===== config.mk =====
export PLATFORM = sky130hd
export DESIGN_NAME = unidade_controle_flat
export DESIGN_NICKNAME = d
export VERILOG_FILES = /design/src/rtl/uc_pkg.sv /design/src/rtl/unidade_controle_if.sv /design/src/rtl/banco_registradores.sv /design/src/rtl/unidade_controle.sv /design/src/flat_wrapper.sv
export SDC_FILE = /design/constraint.sdc
export NUM_CORES = 1
export LEC_CHECK = 0
export CORE_MARGIN = 3
export CORE_UTILIZATION = 34
export CTS_BUF_LIST = sky130_fd_sc_hd__clkbuf_4 sky130_fd_sc_hd__clkbuf_8
export DETAILED_ROUTE_END_ITERATION = 8
export HOLD_SLACK_MARGIN = 0.15
export PLACE_DENSITY = 0.65
export SLEW_MARGIN = 30
export SYNTH_ARGS = -nofsm -noshare
export SYNTH_HDL_FRONTEND = slang
export SYNTH_SLANG_ARGS = --single-unit

===== constraint.sdc =====
create_clock -name clock -period 7.27 [get_ports clock]
set_input_delay 1.0905 -clock clock [delete_from_list [all_inputs] [get_ports clock]]
set_output_delay 1.0905 -clock clock [all_outputs]
set_load 0.01 [all_outputs]

===== src/rtl/uc_pkg.sv =====
// Opcodes, FSM states and instruction field positions shared by the control unit,
// the ULA and the assembler bench.
package uc_pkg;

    localparam logic [4:0] OP_NOP   = 5'h00;
    localparam logic [4:0] OP_LOADI = 5'h01;
    localparam logic [4:0] OP_MOV   = 5'h02;
    localparam logic [4:0] OP_ADD   = 5'h04;
    localparam logic [4:0] OP_SUB   = 5'h05;
    localparam logic [4:0] OP_AND   = 5'h06;
    localparam logic [4:0] OP_OR    = 5'h07;
    localparam logic [4:0] OP_XOR   = 5'h08;
    localparam logic [4:0] OP_SHL   = 5'h09;
    localparam logic [4:0] OP_SHR   = 5'h0A;
    localparam logic [4:0] OP_INC   = 5'h0B;
    localparam logic [4:0] OP_DEC   = 5'h0C;
    localparam logic [4:0] OP_NOT   = 5'h0D;
    localparam logic [4:0] OP_JMP   = 5'h0E;
    localparam logic [4:0] OP_BZ    = 5'h0F;
    localparam logic [4:0] OP_BNZ   = 5'h10;
    localparam logic [4:0] OP_BLT   = 5'h11;
    localparam logic [4:0] OP_BGT   = 5'h12;
    localparam logic [4:0] OP_BLE   = 5'h13;
    localparam logic [4:0] OP_HALT  = 5'h14;

    typedef enum logic [2:0] {
        FETCH     = 3'd0,
        DECODE    = 3'd1,
        EXECUTE   = 3'd2,
        WRITEBACK = 3'd3,
        HALT      = 3'd4
    } state_t;

    localparam int OPC_MSB = 31;
    localparam int OPC_LSB = 27;
    localparam int RD_MSB  = 26;
    localparam int RD_LSB  = 24;
    localparam int RS_MSB  = 23;
    localparam int RS_LSB  = 21;
    localparam int RT_MSB  = 20;
    localparam int RT_LSB  = 18;
    localparam int IMM_MSB = 15;
    localparam int IMM_LSB = 0;

    function automatic logic op_writes(input logic [4:0] op);
        return (op == OP_LOADI) || (op == OP_MOV) || ((op >= OP_ADD) && (op <= OP_NOT));
    endfunction

    function automatic logic op_is_branch(input logic [4:0] op);
        return (op >= OP_BZ) && (op <= OP_BLE);
    endfunction

endpackage


===== src/rtl/unidade_controle_if.sv =====
// Fetch, ULA and writeback-observation signals of the control unit.
// master = control unit, slave = instruction memory / ULA side.
interface unidade_controle_if #(parameter int PC_W = 8);

    logic            instr_req;
    logic [PC_W-1:0] instr_addr;
    logic            instr_ack;
    logic [31:0]     instr_data;
    logic [15:0]     alu_operando1;
    logic [15:0]     alu_operando2;
    logic [4:0]      alu_opcode;
    logic [31:0]     alu_resultado;
    logic            alu_data_uc;
    logic            wb_en;
    logic [2:0]      wb_addr;
    logic [15:0]     wb_data;
    logic            halted;

    modport master (
        output instr_req, instr_addr, alu_operando1, alu_operando2, alu_opcode,
               wb_en, wb_addr, wb_data, halted,
        input  instr_ack, instr_data, alu_resultado, alu_data_uc
    );

    modport slave (
        input  instr_req, instr_addr, alu_operando1, alu_operando2, alu_opcode,
               wb_en, wb_addr, wb_data, halted,
        output instr_ack, instr_data, alu_resultado, alu_data_uc
    );

endinterface


===== src/rtl/banco_registradores.sv =====
// General register file: async-reset array, two combinational read ports,
// one synchronous write port.
module banco_registradores #(
    parameter int NREG = 8,
    parameter int DW   = 16
) (
    input  logic                    clock,
    input  logic                    reset,
    input  logic [$clog2(NREG)-1:0] rd_addr_a,
    input  logic [$clog2(NREG)-1:0] rd_addr_b,
    output logic [DW-1:0]           rd_data_a,
    output logic [DW-1:0]           rd_data_b,
    input  logic                    wr_en,
    input  logic [$clog2(NREG)-1:0] wr_addr,
    input  logic [DW-1:0]           wr_data
);

    logic [DW-1:0] regs [NREG];

    always_ff @(posedge clock or posedge reset) begin
        if (reset) begin
            for (int i = 0; i < NREG; i++) begin
                regs[i] <= '0;
            end
        end else if (wr_en) begin
            regs[wr_addr] <= wr_data;
        end
    end

    assign rd_data_a = regs[rd_addr_a];
    assign rd_data_b = regs[rd_addr_b];

endmodule


===== src/rtl/unidade_controle.sv =====
// Multi-cycle control unit: FETCH/DECODE/EXECUTE/WRITEBACK sequencer driving the ULA,
// four cycles per instruction plus fetch wait states; fetch stalls until instr_ack.
module unidade_controle
    import uc_pkg::*;
#(
    parameter int PC_W = 8,
    parameter int NREG = 8
) (
    input  logic                clock,
    input  logic                reset,
    unidade_controle_if.master  bus
);

    state_t          state;
    logic [PC_W-1:0] pc;
    logic [31:0]     ir;
    logic [15:0]     op1_q;
    logic [15:0]     op2_q;
    logic [4:0]      opc_q;
    logic [15:0]     res_q;
    logic            flag_q;
    logic            halted_q;

    logic [2:0]      ir_rd;
    logic [2:0]      ir_rs;
    logic [2:0]      ir_rt;
    logic [4:0]      ir_op;
    logic [15:0]     ir_imm;
    logic [15:0]     rf_a;
    logic [15:0]     rf_b;
    logic            wb_en_int;
    logic            unused_bits;

    assign ir_op  = ir[OPC_MSB:OPC_LSB];
    assign ir_rd  = ir[RD_MSB:RD_LSB];
    assign ir_rs  = ir[RS_MSB:RS_LSB];
    assign ir_rt  = ir[RT_MSB:RT_LSB];
    assign ir_imm = ir[IMM_MSB:IMM_LSB];

    // Instruction bits [17:16] and the ULA upper result half carry no meaning here.
    assign unused_bits = ^{ir[17:16], bus.alu_resultado[31:16]};

    assign wb_en_int = (state == WRITEBACK) && op_writes(opc_q);

    banco_registradores #(
        .NREG (NREG),
        .DW   (16)
    ) u_banco (
        .clock     (clock),
        .reset     (reset),
        .rd_addr_a (ir_rs),
        .rd_addr_b (ir_rt),
        .rd_data_a (rf_a),
        .rd_data_b (rf_b),
        .wr_en     (wb_en_int),
        .wr_addr   (ir_rd),
        .wr_data   (res_q)
    );

    always_ff @(posedge clock or posedge reset) begin
        if (reset) begin
            state    <= FETCH;
            pc       <= '0;
            ir       <= '0;
            op1_q    <= '0;
            op2_q    <= '0;
            opc_q    <= '0;
            res_q    <= '0;
            flag_q   <= 1'b0;
            halted_q <= 1'b0;
        end else begin
            case (state)
                FETCH: begin
                    if (bus.instr_ack) begin
                        ir    <= bus.instr_data;
                        state <= DECODE;
                    end
                end
                DECODE: begin
                    op1_q <= rf_a;
                    op2_q <= rf_b;
                    opc_q <= ir_op;
                    state <= EXECUTE;
                end
                EXECUTE: begin
                    // LOADI bypasses the ULA; everything else takes its low half.
                    res_q  <= (opc_q == OP_LOADI) ? ir_imm : bus.alu_resultado[15:0];
                    flag_q <= bus.alu_data_uc;
                    state  <= WRITEBACK;
                end
                WRITEBACK: begin
                    if ((opc_q == OP_JMP) || (op_is_branch(opc_q) && flag_q)) begin
                        pc <= ir_imm[PC_W-1:0];
                    end else begin
                        pc <= pc + PC_W'(1);
                    end
                    if (opc_q == OP_HALT) begin
                        state    <= HALT;
                        halted_q <= 1'b1;
                    end else begin
                        state <= FETCH;
                    end
                end
                HALT: begin
                    state <= HALT;
                end
                default: begin
                    state <= FETCH;
                end
            endcase
        end
    end

    // Gated by reset so the request stays low while reset is held.
    assign bus.instr_req     = (state == FETCH) && !reset;
    assign bus.instr_addr    = pc;
    assign bus.alu_operando1 = op1_q;
    assign bus.alu_operando2 = op2_q;
    assign bus.alu_opcode    = opc_q;
    assign bus.wb_en         = wb_en_int;
    assign bus.wb_addr       = ir_rd;
    assign bus.wb_data       = res_q;
    assign bus.halted        = halted_q;

endmodule


===== src/flat_wrapper.sv =====
// flat-port wrapper written by rule: the top's interface ports become plain ports
module unidade_controle_flat import uc_pkg::*;
#(
    parameter int PC_W = 8,
    parameter int NREG = 8
)
  (clock, reset, bus_instr_req, bus_instr_addr, bus_alu_operando1, bus_alu_operando2, bus_alu_opcode, bus_wb_en, bus_wb_addr, bus_wb_data, bus_halted, bus_instr_ack, bus_instr_data, bus_alu_resultado, bus_alu_data_uc);
  unidade_controle_if #(.PC_W(PC_W)) bus_i ();
  input  logic clock;
  input  logic reset;
  output wire logic [$bits(bus_i.instr_req)-1:0] bus_instr_req;
  output wire logic [$bits(bus_i.instr_addr)-1:0] bus_instr_addr;
  output wire logic [$bits(bus_i.alu_operando1)-1:0] bus_alu_operando1;
  output wire logic [$bits(bus_i.alu_operando2)-1:0] bus_alu_operando2;
  output wire logic [$bits(bus_i.alu_opcode)-1:0] bus_alu_opcode;
  output wire logic [$bits(bus_i.wb_en)-1:0] bus_wb_en;
  output wire logic [$bits(bus_i.wb_addr)-1:0] bus_wb_addr;
  output wire logic [$bits(bus_i.wb_data)-1:0] bus_wb_data;
  output wire logic [$bits(bus_i.halted)-1:0] bus_halted;
  input wire logic [$bits(bus_i.instr_ack)-1:0] bus_instr_ack;
  input wire logic [$bits(bus_i.instr_data)-1:0] bus_instr_data;
  input wire logic [$bits(bus_i.alu_resultado)-1:0] bus_alu_resultado;
  input wire logic [$bits(bus_i.alu_data_uc)-1:0] bus_alu_data_uc;
  assign bus_instr_req = bus_i.instr_req;
  assign bus_instr_addr = bus_i.instr_addr;
  assign bus_alu_operando1 = bus_i.alu_operando1;
  assign bus_alu_operando2 = bus_i.alu_operando2;
  assign bus_alu_opcode = bus_i.alu_opcode;
  assign bus_wb_en = bus_i.wb_en;
  assign bus_wb_addr = bus_i.wb_addr;
  assign bus_wb_data = bus_i.wb_data;
  assign bus_halted = bus_i.halted;
  assign bus_i.instr_ack = bus_instr_ack;
  assign bus_i.instr_data = bus_instr_data;
  assign bus_i.alu_resultado = bus_alu_resultado;
  assign bus_i.alu_data_uc = bus_alu_data_uc;
  unidade_controle #(.PC_W(PC_W), .NREG(NREG)) u_core (.clock(clock), .reset(reset), .bus(bus_i));
endmodule

==> results of run 1 <==
==> worst paths after layout <==
kind	to	slack, ps	cells after the start
max in group asynchronous	u_core.u_banco.regs[20]	4990	3
min in group asynchronous	u_core.ir[28]	1120	2
setup / recovery	bus_wb_en	3150	3
hold reg to reg	u_core.bus.halted	470	1
setup reg to reg	u_core.u_banco.regs[23]	4130	4
hold / removal	u_core.bus.halted	470	1
==> state kept, by name, indices dropped and copies added, names as in the netlist <==
register / count
u_core.bus.alu_opcode: 5
u_core.bus.alu_operando1: 16
u_core.bus.alu_operando2: 16
u_core.bus.halted: 1
u_core.bus.instr_addr: 8
u_core.bus.wb_data: 16
u_core.flag_q: 1
u_core.ir: 30
u_core.state: 3
u_core.u_banco.regs: 128
==> where the power goes <==
part | internal (mW) | switching [mW] | total, mW
registers | 1.84 | 0.582 | 2.42
logic | 1.49 | 1.07 | 2.56
clock network | 0.736 | 0.516 | 1.25
total | 4.07 | 2.16 | 6.23
==> cells in the final DEF, fill, tap and decap left out, types with 2 or more instances in the layout <==
cell / synthesis / layout
a21oi_1: 53 / 53
a2bb2oi_1: 3 / 3
and4b_2: 0 / 2
buf_4: 8 / 11
clkbuf_4: 0 / 12
clkbuf_8: 0 / 52
clkdlybuf4s50_1: 0 / 116
clkinv_2: 0 / 3
clkinvlp_4: 0 / 2
dfrtp_1: 224 / 221
dfrtp_2: 0 / 3
inv_1: 3 / 2
mux2_1: 12 / 12
mux2_2: 151 / 151
mux2i_1: 55 / 55
mux4_2: 64 / 64
nand2_1: 9 / 9
nand2_2: 2 / 2
nand2b_1: 2 / 2
nand3_1: 5 / 5
nor2_1: 54 / 54
nor3b_1: 4 / 2
o21ai_0: 4 / 4
xnor2_1: 2 / 2
==> cells by family after synthesis <==
kind of cell	Yosys count
mux	282
flops	224
simple gates	95
buf+inv	60
compound gates	67
fa+ha+maj	1
xor+xnor	2
==> Yosys cell counts (3+ instances only) <==
| library cell | count |
|---|---|
| dfrtp_1 | 224 |
| mux2_2 | 151 |
| mux4_2 | 64 |
| mux2i_1 | 55 |
| nor2_1 | 54 |
| a21oi_1 | 53 |
| clkbuf_1 | 29 |
| mux2_1 | 12 |
| nand2_1 | 9 |
| buf_1 | 8 |
| buf_4 | 8 |
| buf_2 | 7 |
| nand3_1 | 5 |
| nor3b_1 | 4 |
| o21ai_0 | 4 |
| a2bb2oi_1 | 3 |
| and4b_1 | 3 |
| inv_1 | 3 |
==> final cells by class <==
cell class              count  share of cell area, %
repair buffers            128                  9.638
clock buffers              64                  6.188
well taps                 396                  3.805
multi-input cells         447                  36.69
flip-flops and latches    224                  43.08
clock inverters             6                 0.4612
inverters                   3                 0.1441
==> stage by stage <==
stage	std cells	hold WS [ps]	instance area (um^2)	setup WS (ps)	total power, mW
finish	1268	468.6	13020	3150	6.230
floorplan	731	469.7	10670	45.03	4.074
global placement	1198	452.0	12130	3684	4.943
CTS	1268	473.8	13020	3042	6.317
global route	1268	497.9	13020	2945	6.654
detailed placement	1198	451.5	12150	3632	5.026
==> worst reg2reg max path: stages (launching register included) <==
cell,delay (ps)
dfrtp_1,570
nand3b_1,470
a2111oi_4,780
and4b_2,780
mux2_2,420
==> per-layer routing <==
layer	wire (um)	track usage, %	vias to the layer above
li1	-	-	2975
met1	11800	21.87	3349
met4	429	3.778	2
met3	1539	3.511	44
met5	20	0	-
met2	11650	24.05	173
==> qor.csv, run 1 <==
stage;metric;value;unit
floorplan;chip width;183.2;um
synthesis;top cells by area, synth;dfrtp_1 (53%), mux2_2 (16%), mux4_2 (14%);
clock_tree;clock sinks;224;
sta;clk_skew;25.14;ps
clock_tree;CTS Hold Bufs;0;
floorplan;initial core utilization;34.71;%
synthesis;Cell variety after synth;45;
clock_tree;Longest Clk Path Bufs;3;
synthesis;Mapped Cells;731;
sta;Slew Limit Headroom;37.20;%
clock_tree;cts repair resizes;0;
routing;vias per cell;5.160;
routing;mean routed wirelength per cell;20.06;um
min_path;hold path start;u_core.bus.halted;
routing;Iteration-0 DRC Markers;411;
min_path;hold crit path type;reg -> reg;
sta;Fmax;0.2427;GHz
power;VDD IR-drop max;0.1927;mV
synthesis;post-synthesis adder-cell area fraction;0.1172;%
worst_setup_path;CP endpoint kind;output port;
clock_tree;Setup Buffers After CTS;0;
synthesis;Yosys top cell area share;52.52;%
floorplan;row cnt;64;
synthesis;post-synthesis mux area share;35.86;%
finish;area of the multi-input gates;4777;um^2
sta;post-route minimum period;4120;ps
power;Cell Pwr Density;478.4;nW/um^2
clock_tree;CTS HTree Levels;2;
synthesis;main combinational cell family by area after synthesis;multiplexers;
floorplan;die height;183.2;um
routing;total number of vias;6543;
sta;Hold Fails Final Rpt;0;
finish;layout cells sized above 1;36.12;%
run;Max Cap Viol;0;
routing;drt total wl;25440;um
placed_design;IO Port Bufs;116;
synthesis;register area share after synthesis;52.52;%
finish;final net count;914;
clock_tree;Num CTS Buffers;41;
worst_setup_path;Req. time, crit path;6180;ps
worst_setup_path;CP Max Fanout;11;
finish;# fillers;2873;
clock_tree;CTS root buf;clkbuf_8;
worst_setup_path;cells along the critical path;nand3b_1 > a2111oi_4 > clkdlybuf4s50_1;
sta;Worst Tran Pin Value;942.0;ps
synthesis;area leader, netlist;dfrtp_1;
floorplan;Ports;135;
finish;register area;5609;um^2
global_routing;initial antenna violation count;1;
sta;TNS Setup;0;ps
synthesis;YS warnings;0;
finish;ANT cells;0;
routing;DR DRC count;0;
sta;Max Transition Viols Final;0;
run_status;status;completed;
synthesis;Avg Cell Area, Syn;14.60;um^2
finish;final core utilization;42.35;%
placed_design;hpwl dp;15540;um
synthesis;number of synthesized flops with an enable pin;0;
worst_setup_path;CP max stage cell;a2111oi_4;
synthesis;syn nets;800;
sta;RSZ-0062 raised after global routing;false;
synthesis;Async SR Flop Fraction;100.0;%
clock_tree;CTS tree;done;
sta;fin crit share;56.67;%
global_routing;vias in the first global route;6776;
global_routing;Tot GR Track Use;15.36;%
worst_setup_path;Arr. time, crit path;3030;ps
synthesis;post-synthesis compound-gate area fraction;3.658;%
worst_setup_path;Max stage delay on crit path;780;ps
floorplan;Die Footprint;33550;um^2
global_routing;largest net degree at the start of global routing;99;
synthesis;Post-Synth XOR/XNOR Area;0.1641;%
global_routing;global-route wire length before repair;40070;um
routing;post-route ant nets;0;
worst_setup_path;delay-heaviest family, CP;compound AO/OA/AOI/OAI gates;
clock_tree;Clk Latency, worst-skew pair;540;ps
finish;area grow syn2layout;22.00;%
synthesis;Yosys reg bits;224;
synthesis;Netlist Area Pre-Place;10670;um^2
worst_setup_path;CP Launch Point;u_core.state[1];
synthesis;Post-Synth Simple-Gate Area;4.619;%
placed_design;RD Place Congestion;0.7192;
routing;first drt pass iteration count;4;
worst_setup_path;Crit Reg-Reg Startpoint;u_core.state[1];
floorplan;core box area;30750;um^2
clock_tree;Worst-path clk slew;50;ps
worst_setup_path;Worst Setup Path Type;reg -> out;
synthesis;Most used DFF post-synth;dfrtp_1;
sta;final setup fails;0;
worst_setup_path;Startpoint Class;flop;
global_routing;gr ovfl total;0;
power;leakage;5.500;nW
worst_setup_path;crit path buf inv count;1;
(Power assumes the default switching activity.)
==> inputs of run 2 (changes only) <==
clock period = 3.5 ns   (was 7.27 ns; I/O delays follow)
==> qor.csv, run 2 (synthesis gave the netlist of run 1 again) <==
stage;metric;value;unit
run_status;status;completed;
power;Clk pwr share;19.6;%
routing;first drt pass iteration count;4;
placed_design;hpwl dp;16380;um
power;Sw Share;34.66;%
power;Comb power frac;41.1;%
sta;setup ws final;548.3;ps
power;sw power;4.470;mW
sta;Hold Fails Final Rpt;0;
floorplan;Die Footprint;33550;um^2
power;Int Power;8.425;mW
sta;TNS Setup;0;ps
global_routing;initial antenna violation count;2;
global_routing;gr ovfl total;0;
floorplan;initial core utilization;34.71;%
worst_setup_path;Worst R2R End;u_core.u_banco.regs[9];
sta;fin crit share;84.34;%
clock_tree;Longest Clk Path Bufs;3;
clock_tree;Worst-path clk slew;60;ps
run;Max Cap Viol;0;
floorplan;core box area;30750;um^2
routing;total number of vias;6673;
clock_tree;CTS HTree Levels;2;
sta;Max Transition Viols Final;0;
finish;Post-Layout Cell Count;1280;
power;share of power burned in registers;39.3;%
finish;most common cell after layout, fill and taps aside;dfrtp_1;
clock_tree;Clk Latency, worst-skew pair;540;ps
finish;# fillers;2884;
routing;Iteration-0 DRC Markers;427;
sta;Slew Limit Headroom;38.05;%
finish;area grow syn2layout;22.64;%
sta;clk_skew;18.60;ps
finish;commonest non-fill, non-tap cells in the layout;dfrtp_1 (221), mux2_2 (151), clkdlybuf4s50_1 (116);
clock_tree;cts repair resizes;0;
floorplan;row cnt;64;
finish;ANT cells;0;
worst_setup_path;Worst Setup Path Type;reg -> out;
finish;final net count;927;
placed_design;IO Port Bufs;116;
clock_tree;Setup Buffers After CTS;0;
min_path;hold crit path type;in -> async;
floorplan;Ports;135;
sta;Fmax;0.3388;GHz
placed_design;RD Place Congestion;0.7202;
routing;drt total wl;25480;um
clock_tree;CTS root buf;clkbuf_8;
routing;post-route ant nets;0;
worst_setup_path;R2R depth;7;
routing;mean routed wirelength per cell;19.91;um
worst_setup_path;Req. time, crit path;2970;ps
routing;vias per cell;5.213;
finish;flip-flop count of the largest register after layout;128;
clock_tree;Num CTS Buffers;40;
power;overall power consumption;12.90;mW
worst_setup_path;worst reg-to-reg setup slack;1120;ps
worst_setup_path;Startpoint Class;flop;
worst_setup_path;Arr. time, crit path;2430;ps
floorplan;die height;183.2;um
worst_setup_path;CP Max Fanout;11;
global_routing;Tot GR Track Use;15.44;%
clock_tree;CTS Hold Bufs;0;
sta;final setup fails;0;
worst_setup_path;CP endpoint kind;output port;
placed_design;worst slack, placed;1087;ps
global_routing;vias in the first global route;6998;
power;leakage;5.555;nW
finish;Largest Register;u_core.u_banco.regs;
power;VDD IR-drop max;0.3516;mV
clock_tree;clock sinks;224;
finish;Top Registers;u_core.u_banco.regs: 128 flops, u_core.ir: 30 flops;
finish;layout cells sized above 1;36.54;%
sta;RSZ-0062 raised after global routing;false;
worst_setup_path;Crit Reg-Reg Startpoint;u_core.state[2];
power;Cell Pwr Density;985.2;nW/um^2
clock_tree;CTS tree;done;
routing;DR DRC count;0;
sta;post-route minimum period;2952;ps
global_routing;largest net degree at the start of global routing;70;
placed_design;placed cells;1212;
sta;Worst Tran Pin Value;929.3;ps
floorplan;chip width;183.2;um
global_routing;global-route wire length before repair;40350;um
## run 2: changes by cell type in the layout (fill, tap and decap cells not counted), moves of 2 or more
cell	delta
buf_4	+13
clkbuf_4	+3
clkinv_2	-3
and4b_1	+2
and4b_2	-2
buf_12	+2
## run 2: how the worst max path moves through the flow
stage,startpoint,endpoint,slack [ps],cells after the start
final,u_core.state[2],bus_wb_en,550,5
after global routing,u_core.state[2],bus_wb_en,400,5
after CTS,u_core.state[2],bus_wb_en,490,5
after detailed placement,u_core.state[2],bus_wb_en,1090,5
after global placement,u_core.state[2],bus_wb_en,1090,5
after floorplan,reset,u_core.bus.alu_opcode[0],50,1
## run 2: final cells by class
cell class,instances,area (um^2),area share (%)
clock buffers,66,814.5,6.223
clock inverters,2,16.27,0.1243
multi-input cells,447,4757,36.34
inverters,3,15.01,0.1147
flip-flops and latches,224,5609,42.85
repair buffers,142,1381,10.55
well taps,396,495.5,3.785
## run 2: per-layer routing
metal / GRT usage (%) / vias to the layer above / routed length (um)
met1: 21.39 / 3434 / 11510
met2: 24.18 / 192 / 11770
met4: 4.449 / 4 / 518
met3: 3.987 / 58 / 1655
li1: - / 2985 / -
met5: 0 / - / 34
## run 2: stage by stage
stage	instance area [um^2]	util (%)	hold slack [ps]
after floorplan	10680	-	469.7
after global placement	12260	39.86	478.4
after detailed placement	12260	39.86	462.1
after CTS	13090	42.57	448.8
after global routing	13090	42.57	491.8
final	13090	42.57	455.5
## run 2: power groups by stage
stage / Sequential (mW) / Clock (mW) / Combinational (mW)
2_1_floorplan: 4.72 / 0 / 3.74
3_3_place_gp: 5.03 / 0 / 5.30
3_5_place_dp: 5.10 / 0 / 5.39
4_1_cts: 5.06 / 2.61 / 5.40
5_1_grt: 5.28 / 2.73 / 5.76
6_report: 5.07 / 2.52 / 5.30
## run 2: critical path, cell delays in order, from the launching register on
cell and delay (ps):
dfrtp_1 480, nand3b_1 200, buf_4 200, a2111oi_4 200, buf_4 240, clkdlybuf4s50_1 560
